==> src/rtl/ram_window_reader.sv <==
// ram_window_reader: sweeps a 5x5 raster window over a row-major RAM image and hands each window downstream.
// Optional REQ timeout with sticky error is enabled by defining RAM_READER_TIMEOUT_EN.
module ram_window_reader #(
  parameter int DATA_W  = 16,
  parameter int ADDR_W  = 16,
  parameter int TIMEOUT = 255
) (
  input  logic                 clk,
  input  logic                 rst,
  input  logic                 start,
  input  logic [ADDR_W-1:0]    base_addr,
  input  logic [ADDR_W-1:0]    img_width,
  input  logic [ADDR_W-1:0]    img_height,
  output logic                 busy,
  output logic                 done,
  output logic                 ram_enable,
  output logic                 ram_write,
  output logic [ADDR_W-1:0]    ram_address,
  output logic [ADDR_W-1:0]    ram_offset,
  input  logic                 ram_finish,
  input  logic [25*DATA_W-1:0] ram_data,
  output logic [25*DATA_W-1:0] win_data,
  output logic                 win_valid,
  input  logic                 win_ready,
  output logic [ADDR_W-1:0]    win_row,
  output logic [ADDR_W-1:0]    win_col,
  output logic                 error
);
  localparam int CW = $clog2(TIMEOUT + 1);
  typedef enum logic [1:0] {IDLE, REQ, HOLD, DONE} state_t;
  state_t state, state_n;
  logic [ADDR_W-1:0] w, h, row, col, row_base;
  logic [CW-1:0] cnt;
  logic take, xfer, last, expire;
  // cnt is zero in the first REQ cycle, where a stale ram_finish must be ignored
  assign take        = state == REQ && cnt != '0 && ram_finish;
  assign xfer        = state == HOLD && win_ready;
  assign last        = row == h - ADDR_W'(5) && col == w - ADDR_W'(5);
  assign busy        = state != IDLE;
  assign done        = state == DONE;
  assign ram_enable  = state == REQ;
  assign ram_write   = 1'b0;
  assign ram_address = row_base + col;
  assign ram_offset  = w;
  assign win_valid   = state == HOLD;
`ifdef RAM_READER_TIMEOUT_EN
  assign expire = state == REQ && !take && cnt == CW'(TIMEOUT - 1);
  always_ff @(posedge clk)
    if (rst) error <= 1'b0;
    else error <= state == IDLE && start ? 1'b0 : error | expire;
`else
  assign expire = 1'b0;
  assign error  = 1'b0;
`endif
  always_ff @(posedge clk) state <= rst ? IDLE : state_n;
  always_comb begin
    state_n = state;
    case (state)
      IDLE:    state_n = !start ? IDLE : (img_width < ADDR_W'(5) || img_height < ADDR_W'(5)) ? DONE : REQ;
      REQ:     state_n = take ? HOLD : expire ? DONE : REQ;
      HOLD:    state_n = !xfer ? HOLD : last ? DONE : REQ;
      default: state_n = IDLE;
    endcase
  end
  always_ff @(posedge clk) begin
    if (rst) begin
      w        <= '0;
      h        <= '0;
      row      <= '0;
      col      <= '0;
      row_base <= '0;
      cnt      <= '0;
      win_data <= '0;
      win_row  <= '0;
      win_col  <= '0;
    end else begin
      cnt <= state != REQ ? '0 : &cnt ? cnt : cnt + 1'b1;
      if (state == IDLE && start) begin
        w        <= img_width;
        h        <= img_height;
        row      <= '0;
        col      <= '0;
        row_base <= base_addr;
      end
      if (take) begin
        win_data <= ram_data;
        win_row  <= row;
        win_col  <= col;
      end
      if (xfer && !last) begin
        if (col < w - ADDR_W'(5)) col <= col + 1'b1;
        else begin
          col      <= '0;
          row      <= row + 1'b1;
          row_base <= row_base + w;
        end
      end
    end
  end
endmodule

==> config.mk <==
export PLATFORM = sky130hd
export DESIGN_NAME = ram_window_reader
export DESIGN_NICKNAME = d
export VERILOG_FILES = /design/src/rtl/ram_window_reader.sv
export SDC_FILE = /design/constraint.sdc
export NUM_CORES = 1
export LEC_CHECK = 0
export CORE_AREA = 3 3 353 355
export CTS_CLUSTER_DIAMETER = 200
export DETAILED_ROUTE_END_ITERATION = 12
export DIE_AREA = 0 0 356 358
export DONT_BUFFER_PORTS = 1
export GPL_ROUTABILITY_DRIVEN = 0
export PLACE_DENSITY = 0.39
export REMOVE_ABC_BUFFERS = 1
export SLEW_MARGIN = 20
export SYNTH_ARGS = -nofsm -noshare
export SYNTH_HDL_FRONTEND = slang
export SYNTH_SLANG_ARGS = --single-unit
==> constraint.sdc <==
create_clock -name clk -period 3.59 [get_ports clk]
set_clock_uncertainty 0.1 [all_clocks]
set_input_delay 0.5385 -clock clk [delete_from_list [all_inputs] [get_ports clk]]
set_output_delay 0.5385 -clock clk [all_outputs]
set_load 0.01 [all_outputs]
==> results.md <==
* Reg2reg start: h[9]$_SDFFE_PP0P_
* Routed len/inst at 20.4 um
* Synthesis Warnings at 0
* Syn Area/Cell at 7.78 um2
* Crit path launch type: flop
* Fin util at 26.1%
* Global-route wire length before repair at 141 mm
* Synth cell types at 64
* Grt ovf at 0
* Critical-path top delay cell: dfxtp_2
* Pin count of the biggest net entering global routing at 341
* WL final at 101 mm
* Die ar. at 0.127 mm2
* HP Class: input port to flop
* Sink Count at 522
* Clk_lat worst skew at 0.65 ns
* WHS Endpoint: win_data[373]$_SDFFE_PP0P_
* Vias in the first global route at 20400
* WHS Path Cells at 2
* Crit Path Class: flop to output port
* Worst-Margin Slew at 1.26 ns
* Global Route Usage Sum at 14.7%
* Failing checks: negative setup slack
* Layout cells sized above 1 at 8.73%
* Most used cell, CP: a211oi_2
* Fin worst setup slack at -0.0536 ns
* Reg-to-reg slack, setup at 0.20 ns
* Clk Tree Root Cell: clkbuf_16
* Dominant cells by area after synthesis: dfxtp_1, nand2_1, a21oi_1
* Initial Utilization at 17.5%
* Reg2reg end: col[7]$_SDFFE_PP0P_
* Final worst path period need at 3.64 ns
* Number of enable flip-flop cells after synthesis at 0
* Crit path capture type: output port
* PD cells at 466 mW/mm2
* Setup Viol. Count Final at 1
* Chip height at 358 um
* Hold Startpoint: ram_data[373]
* Mapped Cells at 2736
* Area growth from synthesis to layout at 49.2%
* 1st-iter DRT viols at 1285
* Antenna Violating Nets Remaining at 0
* Max-Slew Margin vs Limit at 16.2%
* #FFs+latches synth at 522
* Die Wd at 356 um
* Final Hold Viols at 0
* CTS tree: built
* Fin cells at 4939
* Core area at 0.122 mm2
* Inst Count DP at 4270
* IO Port Bufs at 0
* Vias at 21000
* Max frequency at 274 MHz
* CP Cell Sequence: ha_4 > a211o_1 > a211oi_2 > o31ai_2 > nor4_2 > nor3_2 > a211oi_2 > a21oi_4 > xnor2_2 > buf_4
* Clk buf depth at 3
* Status: finished, violations left
* Area leader, netlist: dfxtp_1
* Crit path max fanout at 2
* Initial antenna violation count at 18
* Clk slew on worst S/H paths at 0.06 ns
* Pleak at 11.3 nW
* R2R depth at 9
* First-pass detailed-route iteration total at 5
* H-tree level count at 3
* Critical Path RT at 2.95 ns
* RSZ-0062 raised after global routing: yes
* Synth Flop Type: dfxtp_1
* MaxCap Viol Count at 0
* CP startpoint: col[1]$_SDFFE_PP0P_
* Mapped Area at 0.0213 mm2
* Sequential area share after synthesis at 49.1%
* Slowest stage delay, CP at 0.34 ns
* CTS buffer count at 69
* Cell Rows at 128
* Async S/R FF share, synth at 0%
* Final period utilization at 101%
* I/O Pins at 923
* Worst EP arrival at 3.01 ns
* Dpl hpwl at 72.8 mm
* Vias/cell at 4.26
* Synth top area share at 49.1%
* Final max-slew violation count at 0
* Maximum vdd drop at 471 uV
* Most common cell after layout, fill and taps aside: nand2_1
* Tot Pwr at 14.8 mW
* Layout Nets at 3766
* DR DRC count at 0
* Commonest cells after routing, fill and taps aside: nand2_1, dlygate4sd3_1, dfxtp_1, a21oi_1, buf_4
## flip-flops by register name, summed over array words and instances, names as in the netlist, 16 cells and up
register	cells
win_col	16
win_data	400
win_row	16
h	16
ram_offset	16
row	16
col	16
row_base	16
## metal layers
layer	track usage, %	share of wire [%]	up-vias
met4	4.81	2.5	16
met2	24.2	48	653
li1	-	-	10200
met3	5.24	8.4	116
met1	17.7	41	10000
met5	0	0.10	-
## cell usage after synthesis (all sizes together) (3+ instances only)
cell type / count
a2111oi: 4
a211o: 3
a211oi: 12
a21boi: 3
a21o: 7
a21oi: 496
a221oi: 4
a311oi: 11
a31oi: 26
and2: 9
and3: 31
buf: 23
clkbuf: 160
dfxtp: 522
ha: 52
inv: 32
nand2: 991
nand2b: 5
nand3: 32
nand3b: 13
nand4: 9
nor2: 46
nor2b: 8
nor3: 47
nor4: 14
nor4b: 3
o211ai: 18
o21a: 9
o21ai: 37
o31a: 3
o31ai: 3
or2: 6
or3: 4
or4: 5
xnor2: 45
xor2: 19
## stage by stage
stage               TNS (ns)  worst slack [ns]  hold WS (ns)  area [um2]
global route          -0.678            -0.329        0.0315       31700
finish               -0.0536           -0.0536        0.0697       31700
global placement      -0.415           -0.0449         0.360       23500
floorplan           -2201.15             -5.19         0.343       20600
CTS                   -0.704            -0.296      0.000878       31500
detailed placement    -0.943           -0.0969         0.364       23500
## what timing repair did
| action | 4_1_cts | 5_1_grt |
|---|---|---|
| buffers inserted | 4 | 6 |
| gates cloned | 0 | 1 |
| gates resized for setup | 19 | 36 |
| endpoints found under the hold margin | 468 | 0 |
| pin swaps | 9 | 25 |
| setup endpoints to repair | 21 | 54 |
| hold buffers | 534 | 0 |
## logic make-up after synthesis
logic type | count (synthesis) | synth area share (%)
AOI/OAI and AO/OA | 652 | 17.2
xor gates and xnor gates | 64 | 2.63
adders and majority gates | 54 | 3.25
buffers and inverters | 215 | 3.96
DFF | 522 | 49.1
muxes | 3 | 0.147
other | 1 | 0.0176
and+or+nand+nor | 1225 | 23.7
## critical path, delay by kind of cell (launching register included)
| kind | cells | cell delay [ns] |
|---|---|---|
| AND/OR/NAND/NOR | 2 | 0.28 |
| adder cells (fa/ha/maj) | 1 | 0.23 |
| buffers and inverters | 1 | 0.16 |
| XOR/XNOR | 1 | 0.22 |
| flip-flops | 1 | 0.34 |
| AO/OA/AOI/OAI | 5 | 1.11 |
## how the worst max path moves through the flow
stage | to | slack [ns] | depth (start not counted)
floorplan | state[1]$_SDFF_PP0_ | -5.19 | 6
global placement | col[7]$_SDFFE_PP0P_ | -0.04 | 15
detailed placement | col[7]$_SDFFE_PP0P_ | -0.1 | 14
CTS | ram_address[15] | -0.30 | 10
global route | ram_address[15] | -0.33 | 10
finish | ram_address[15] | -0.05 | 10
## power breakdown
group | switching (mW) | internal (mW) | total [mW]
clock network | 2.88 | 4.62 | 7.50
logic | 0.604 | 0.656 | 1.26
registers | 0.142 | 5.89 | 6.04
total | 3.63 | 11.2 | 14.8
## cell type report
cell class              count  area, um2
clock buffers              95       1990
fillers                 13200      90000
multi-input cells        2001      10300
inverters                  32        124
diodes                      4       10.0
flip-flops and latches    522      10500
well taps                1625       2030
clock inverters            27        472
repair buffers            633       6390
Note: power is estimated with default switching activity, not from simulation.
